`config.mk`:
```
export PLATFORM = sky130hd
export DESIGN_NAME = cipher_in_packer
export DESIGN_NICKNAME = d
export VERILOG_FILES = /design/src/rtl/cipher_pkg.sv /design/src/rtl/cipher_in_packer.sv
export SDC_FILE = /design/constraint.sdc
export NUM_CORES = 1
export LEC_CHECK = 0
export BUFFER_PORTS_ARGS = -buffer_cell sky130_fd_sc_hd__buf_2
export CELL_PAD_IN_SITES_DETAIL_PLACEMENT = 1
export CELL_PAD_IN_SITES_GLOBAL_PLACEMENT = 1
export CORE_MARGIN = 1
export CORE_UTILIZATION = 45
export CTS_BUF_LIST = sky130_fd_sc_hd__clkbuf_8 sky130_fd_sc_hd__clkbuf_16
export DETAILED_ROUTE_END_ITERATION = 12
export GPL_TIMING_DRIVEN = 0
export PLACE_DENSITY_LB_ADDON = 0.1
export SYNTH_ARGS = -nofsm -noshare
export SYNTH_HDL_FRONTEND = slang
export SYNTH_SLANG_ARGS = --single-unit
```
`constraint.sdc`:
```
create_clock -name clk -period 2.52 [get_ports clk]
set_input_delay 0.126 -clock clk [delete_from_list [all_inputs] [get_ports clk]]
set_output_delay 0.126 -clock clk [all_outputs]
set_load 0.02 [all_outputs]
```
`src/rtl/cipher_pkg.sv`:
```
// Type codes and FSM encoding shared between the stream-in packer and the cipher core.
package cipher_pkg;

  localparam logic [1:0] TYPE_IN_ENC = 2'b00;
  localparam logic [1:0] TYPE_IN_DEC = 2'b01;
  localparam logic [1:0] TYPE_IN_KEY = 2'b10;
  localparam logic [1:0] TYPE_IN_IV  = 2'b11;

  localparam logic [1:0] TYPE_OUT_ENC = 2'b00;
  localparam logic [1:0] TYPE_OUT_DEC = 2'b01;

  typedef enum logic {
    COLLECT = 1'b0,
    HOLD    = 1'b1
  } state_t;

  // Data blocks must wait for a keyed core; key and IV loads go straight through.
  function automatic logic needs_core_ready(input logic [1:0] blk_type);
    return (blk_type == TYPE_IN_ENC) || (blk_type == TYPE_IN_DEC);
  endfunction

endpackage

```
`src/rtl/cipher_in_packer.sv`:
```
// Packs four typed 32-bit bus words into one 128-bit block and issues it to the
// cipher core as a single-cycle vin/tin/din strobe, with strobe spacing and type-mix checks.
module cipher_in_packer
  import cipher_pkg::*;
#(
  parameter int MIN_GAP = 1,
  parameter int GAP_W   = 4
) (
  input  logic         clk,
  input  logic         rst,
  input  logic         s_valid,
  output logic         s_ready,
  input  logic [31:0]  s_data,
  input  logic [1:0]   s_type,
  input  logic         flush,
  input  logic         crypto_ready,
  output logic         vin,
  output logic [1:0]   tin,
  output logic [127:0] din,
  output logic         err,
  output logic         busy
);

  localparam logic [GAP_W-1:0] GAP_LOAD = GAP_W'(MIN_GAP - 1);

  state_t             state_reg;
  logic [1:0]         count_reg;
  logic [1:0]         blk_type_reg;
  logic [GAP_W-1:0]   gap_reg;
  logic               vin_reg;
  logic [1:0]         tin_reg;
  logic [127:0]       din_reg;

  logic [127:0]       din_buf;
  logic [127:0]       emit_data;
  logic [1:0]         slot_idx;
  logic               accept;
  logic               mix;
  logic               gap_ok;
  logic               type_ok;
  logic               last_word;
  logic               emit_now;
  logic               emit_hold;
  logic               emit;

  assign s_ready   = ~rst & ~flush & (state_reg == COLLECT);
  assign accept    = s_valid & s_ready;
  assign mix       = accept & (count_reg != 2'd0) & (s_type != blk_type_reg);
  assign slot_idx  = mix ? 2'd0 : count_reg;
  assign gap_ok    = (gap_reg == '0);
  assign type_ok   = crypto_ready | ~needs_core_ready(blk_type_reg);
  assign last_word = accept & ~mix & (count_reg == 2'd3);

  // A completing block may bypass HOLD when it is already eligible, giving
  // vin on the cycle right after the fourth word.
  assign emit_now  = last_word & gap_ok & type_ok;
  assign emit_hold = (state_reg == HOLD) & gap_ok & type_ok;
  assign emit      = emit_now | emit_hold;
  assign emit_data = emit_now ? {din_buf[127:32], s_data} : din_buf;

  generate
    for (genvar gi = 0; gi < 4; gi++) begin : g_slot
      logic [31:0] word_reg;

      always_ff @(posedge clk) begin
        if (rst) begin
          word_reg <= '0;
        end else if (accept && (slot_idx == 2'(gi))) begin
          word_reg <= s_data;
        end
      end

      assign din_buf[127-32*gi -: 32] = word_reg;
    end
  endgenerate

  always_ff @(posedge clk) begin
    if (rst) begin
      state_reg    <= COLLECT;
      count_reg    <= 2'd0;
      blk_type_reg <= TYPE_IN_ENC;
      gap_reg      <= '0;
      vin_reg      <= 1'b0;
      tin_reg      <= 2'b00;
      din_reg      <= '0;
    end else begin
      vin_reg <= emit;
      tin_reg <= emit ? blk_type_reg : 2'b00;
      din_reg <= emit ? emit_data : '0;

      if (emit) begin
        gap_reg <= GAP_LOAD;
      end else if (!gap_ok) begin
        gap_reg <= gap_reg - 1'b1;
      end

      case (state_reg)
        COLLECT: begin
          if (flush) begin
            count_reg <= 2'd0;
          end else if (accept) begin
            if (mix) begin
              count_reg    <= 2'd1;
              blk_type_reg <= s_type;
            end else begin
              if (count_reg == 2'd0) begin
                blk_type_reg <= s_type;
              end
              count_reg <= count_reg + 2'd1;
              if (last_word && !emit_now) begin
                state_reg <= HOLD;
              end
            end
          end
        end
        HOLD: begin
          if (emit_hold) begin
            state_reg <= COLLECT;
          end
        end
        default: state_reg <= COLLECT;
      endcase
    end
  end

  assign vin  = vin_reg;
  assign tin  = tin_reg;
  assign din  = din_reg;
  assign err  = mix;
  assign busy = (count_reg != 2'd0) | (state_reg == HOLD);

endmodule

```
==> results.yml, run 1 <==
run_status:
  outcome: "finished, final reports clean"
worst_setup_path:
  cp_slowest_cell: "dfxtp_1"
  startpoint_type: "flop"
  required_ps: 2390
  crit_arrival_ps: 2310
  crit_family: "buffers and inverters"
  path_buf_inv: 5
  endpoint_kind: "output pin"
  worstSetupPathType: "flop to output pin"
  path_cells: "inv_1, ha_1, inv_1, o211ai_1, clkbuf_1, inv_1, buf_2"
  slowest_delay_ps: 500
  path_max_fanout: 10
  cp_common_cell: "inv_1"
power_and_ir_drop:
  powerDensity_nw_per_um2: 793
  vdd_drop_max_mv: 0.655
  leakagePower_nw: 5.16
  power.total_mw: 9.35
sta:
  worst_slew_pin_slew_ps: 708
  maxSlewHeadroom_pct: 52.5
  fmax_mhz: 410
  fin_ws_ps: 81.8
  finalHoldViolCount: 0
  final.min_clock_period_ps: 2440
  timing.setup.tns_ps: 0
  clock_skew_ps: 15.5
  finalMaxSlewViolations: 0
  setup_viol: 0
  min_period_over_period_pct: 96.8
  grt_setup_unrepaired: "no"
clocking:
  cts_buffers: 28
  cts_max_level: 1
  clk_path_buf_depth: 3
  cts_resized: 0
  cts_root_buffer: "clkbuf_16"
  numClockSinks: 268
  cts_tree: "yes"
  clkTransAtPathRegs_ps: 60
  clock_latency_ps: 540
synth:
  synth_area_sq_um: 9250
  ys_seq_area_share_pct: 58.0
  async_flop_share_pct: 0
  synth_cell_types: 35
  syn_area_per_cell_sq_um: 9.77
  synth_flop_cell: "dfxtp_1"
  ys_seq_elements: 268
  synth_nets: 989
  synth-edff-count: 0
  synth_warnings: 0
  synthCells: 946
floorplan:
  core_region_area_sq_um: 20200
  dieWidth_microns: 145
  rows: 52
  die_h_microns: 145
  dieArea_sq_um: 21100
  io_pins: 173
  initial_core_util_pct: 45.8
global_routing:
  grt_usage_pct: 28.9
  grt_max_degree: 14
  grt_pass1_vias: 8339
  gr-total-overflow: 0
  grt_pass1_wl_mm: 48.2
  antenna_found_initial: 0
routing:
  viasPerCell: 5.60
  drtIter0Drc: 523
  wl_mm: 30.5
  antenna_left: 0
  num_vias: 8250
  first_pass_iters: 5
  wire_per_inst_microns: 20.7
  drc: 0
placement:
  dp_hpwl_mm: 21.1
  gp_congestion: 0.843
  dp_worst_setup_slack_ps: 246
  port_buffers: 171
  place_inst: 1387
finish:
  multi_input_area_sq_um: 3290
  antenna_cells: 0
  layout.cells.non_filler: 1474
  area_delta_synth_final_pct: 27.4
  utilization_pct: 58.4
  drive_gt1_share_pct: 22.9
  nNetsFinal: 1229
  fillers: 2373
  regArea_sq_um: 5370
run:
  cap_viol_max_count: 0
hold_path:
  hold_class: "primary input to flop"
==> worst min-delay path, stage by stage <==
cell and delay (ps):
buf_2 80, nor2_1 50, nor3_1 310, nor3b_1 80
==> synth_stat cells, types with 3 or more instances <==
cell type / n / area (sq um)
nand2_1: 3 / 11.3
o21ai_0: 90 / 450
o211ai_1: 33 / 248
a21oi_1: 132 / 661
a22o_1: 32 / 280
buf_2: 24 / 120
inv_1: 7 / 26.3
and3_1: 101 / 632
ha_1: 4 / 50.1
dfxtp_1: 268 / 5370
a211oi_1: 3 / 22.5
nor2_1: 8 / 30.0
nand3_1: 130 / 651
buf_4: 11 / 82.6
clkbuf_1: 54 / 203
buf_6: 14 / 158
nor3_1: 3 / 15.0
o21ai_1: 7 / 35.0
==> stage by stage <==
stage / hold WS, ps / instance area (sq um)
after global routing: 194 / 11800
final: 161 / 11800
after detailed placement: 423 / 10400
after CTS: 133 / 11800
after global placement: 400 / 10400
after floorplan: 259 / 9250
==> where the power goes <==
group	switching, mW	internal (mW)	total (mW)
Combinational	0.507	0.225	0.732
Clock	1.69	2.60	4.29
Sequential	0.0410	4.29	4.33
==> final timing paths <==
kind,end,slack (ps),cells after the start,startpoint
worst max register to register,din[31],170,9,gap_reg[0]
worst max-delay path,err,80,7,count_reg[0]
worst min register to register,din[8],460,1,g_slot[3].word_reg[8]
worst min-delay path,state_reg,160,4,crypto_ready
==> cell type report <==
class                      count  area share, %
tap                          270           2.87
clock buffer                  33           6.63
clock inverter                15           1.51
inverter                       7          0.223
timing repair buffer         210           10.5
sequential                   268           45.5
multi-input combinational    568           27.9
buffer                       103           4.78
==> cells in the final DEF (no fill, tap or decap), types with 2 or more instances in the layout <==
cell           instances
clkbuf_8               4
a22o_1                32
o21ai_1                7
a21oi_1              132
nor2_1                 8
nor3_1                 3
inv_1                 10
mux2i_1                2
buf_6                 14
a211oi_1               3
xor2_1                 2
ha_1                   4
nor3b_1                2
o211ai_1              33
nand2_1                3
clkbuf_1              54
dlygate4sd3_1         36
buf_2                195
clkinv_2               6
and3_1               101
clkbuf_16             29
and2_1                 2
nand3_1              130
nand2b_1               2
bufinv_16              4
dfxtp_1              268
buf_4                 14
o21ai_0               90
==> what timing repair did <==
item | 4_1_cts | 5_1_grt
hold buffers | 36 | 0
setup buffers | 1 | 2
pin swaps | 1 | 1
endpoints found under the setup margin | 1 | 1
hold endpoints to repair | 145 | 0
==> per-layer routing <==
| metal | GRT usage, % | part of all wire (%) | wire (microns) |
|---|---|---|---|
| met1 | 38.0 | 44 | 13400 |
| met4 | 7.95 | 2.2 | 683 |
| met2 | 49.9 | 49 | 14800 |
| met5 | 0 | 0 | 0 |
| met3 | 3.98 | 5.3 | 1630 |
==> logic make-up after synthesis <==
group	after synthesis	synth area share, %
adders and majority gates	4	0.541
AOI/OAI and AO/OA	301	18.7
and+or+nand+nor	258	15.8
xor gates and xnor gates	3	0.284
muxes	2	0.217
buffers and inverters	110	6.37
DFF	268	58.0
Power figures use the tool's default switching activity.
==> run 2, diff against run 1 <==
Settings changed: SETUP_SLACK_MARGIN set to 0.4.
==> run 2 against run 1 <==
Compared with the run above:
- cell area is 0.63% higher
- clock skew is 2.6 ps lower
- fmax grew 10%
- combinational power rose by 4.6%
- clock power about the same
- non-clock buffer count is 1 higher
- core utilization grew 0.37 points
- sequential share of layout area is 0.26 points lower
- via count shrank 0.12%
- die area did not move
- highest routed layer unchanged
==> results.yml, run 2 (synthesis gave the netlist of run 1 again) <==
worst_setup_path:
  startpoint_type: "flop"
  endpoint_kind: "output pin"
  crit_arrival_ps: 2080
  path_max_fanout: 10
  worstSetupPathType: "flop to output pin"
  required_ps: 2390
finish:
  area_delta_synth_final_pct: 28.2
  nNetsFinal: 1230
  drive_gt1_share_pct: 24.1
  finalInstanceArea_sq_um: 11900
  antenna_cells: 0
  mostFrequentLayoutCells: "dfxtp_1, buf_2, a21oi_1"
  mostFrequentLayoutCell: "dfxtp_1"
  fillers: 2364
sta:
  grt_setup_unrepaired: "yes"
  setup_viol: 0
  finalMaxSlewViolations: 0
  final.min_clock_period_ps: 2210
  fin_ws_ps: 311
  min_period_over_period_pct: 87.7
  worst_slew_pin_slew_ps: 633
  finalHoldViolCount: 0
  fmax_mhz: 453
  timing.setup.tns_ps: 0
  clock_skew_ps: 12.8
  maxSlewHeadroom_pct: 57.8
routing:
  viasPerCell: 5.59
  wire_per_inst_microns: 20.7
  num_vias: 8240
  first_pass_iters: 5
  wl_mm: 30.6
  drc: 0
  antenna_left: 0
  drtIter0Drc: 553
placement:
  gp_congestion: 0.843
  dp_hpwl_mm: 21.1
  dp_worst_setup_slack_ps: 246
  placed_area_sq_um: 10400
  port_buffers: 171
global_routing:
  grt_pass1_wl_mm: 48.2
  gr-total-overflow: 0
  grt_pass1_vias: 8371
  antenna_found_initial: 0
  grt_usage_pct: 29.0
  grt_max_degree: 14
hold_path:
  hold_class: "primary input to flop"
floorplan:
  die_h_microns: 145
  io_pins: 173
  dieArea_sq_um: 21100
  core_region_area_sq_um: 20200
  dieWidth_microns: 145
  initial_core_util_pct: 45.8
  rows: 52
clocking:
  numClockSinks: 268
  cts_max_level: 1
  cts_buffers: 28
  clkTransAtPathRegs_ps: 60
  clk_path_buf_depth: 3
  cts_root_buffer: "clkbuf_16"
  cts_tree: "yes"
  clock_latency_ps: 540
run:
  cap_viol_max_count: 0
run_status:
  outcome: "finished, final reports clean"
power_and_ir_drop:
  leakagePower_nw: 5.21
  vdd_drop_max_mv: 0.656
  powerDensity_nw_per_um2: 791
==> run 2: path summary, 6_finish.rpt <==
kind | startpoint | to | slack, ps | cells after the start
hold reg to reg | g_slot[3].word_reg[8] | din[8] | 460 | 1
hold / removal | crypto_ready | state_reg | 180 | 4
setup / recovery | count_reg[0] | err | 310 | 7
setup reg to reg | count_reg[0] | din[65] | 450 | 9
==> run 2: repair_timing <==
action	CTS	global route
pin swaps	2	0
buffers inserted	4	0
hold buffers	36	0
gates resized for setup	6	26
endpoints found under the hold margin	145	0
setup endpoints to repair	152	227
==> run 2: final cells by class <==
type	instances	area (sq um)	share of cell area (%)
Clock buffer	33	781	6.59
Sequential cell	268	5370	45.3
Timing Repair Buffer	211	1250	10.5
Inverter	7	26.3	0.222
Multi-Input combinational cell	568	3320	28.0
Clock inverter	15	178	1.50
Tap cell	270	338	2.85
Buffer	103	597	5.03
==> run 2: power by group <==
part	switching, mW	internal (mW)
Sequential	0.0444	4.29
Combinational	0.518	0.249
Clock	1.68	2.60
Total	2.25	7.14
==> run 2: metrics by stage <==
| stage | utilization, % | hold slack (ps) | power [mW] | instances |
|---|---|---|---|---|
| floorplan | - | 259 | 4.81 | 946 |
| global route | 58.8 | 212 | 9.69 | 1475 |
| global placement | 51.8 | 400 | 5.07 | 1387 |
| CTS | 58.5 | 133 | 9.38 | 1475 |
| detailed placement | 51.8 | 423 | 5.09 | 1387 |
| finish | 58.8 | 181 | 9.38 | 1475 |
==> run 2: critical path, stage by stage (launching register included) <==
cell and delay (ps):
dfxtp_2 410, inv_1 110, ha_1 220, inv_1 100
o211ai_1 190, clkbuf_4 280, inv_1 80, buf_2 150
==> run 2: metal layers <==
layer	GRT usage, %	up-vias	share of wire, %
li1	-	3883	-
met5	0	-	0
met2	49.8	257	49
met3	3.86	54	5.2
met4	8.79	0	2.5
met1	38.0	4046	44
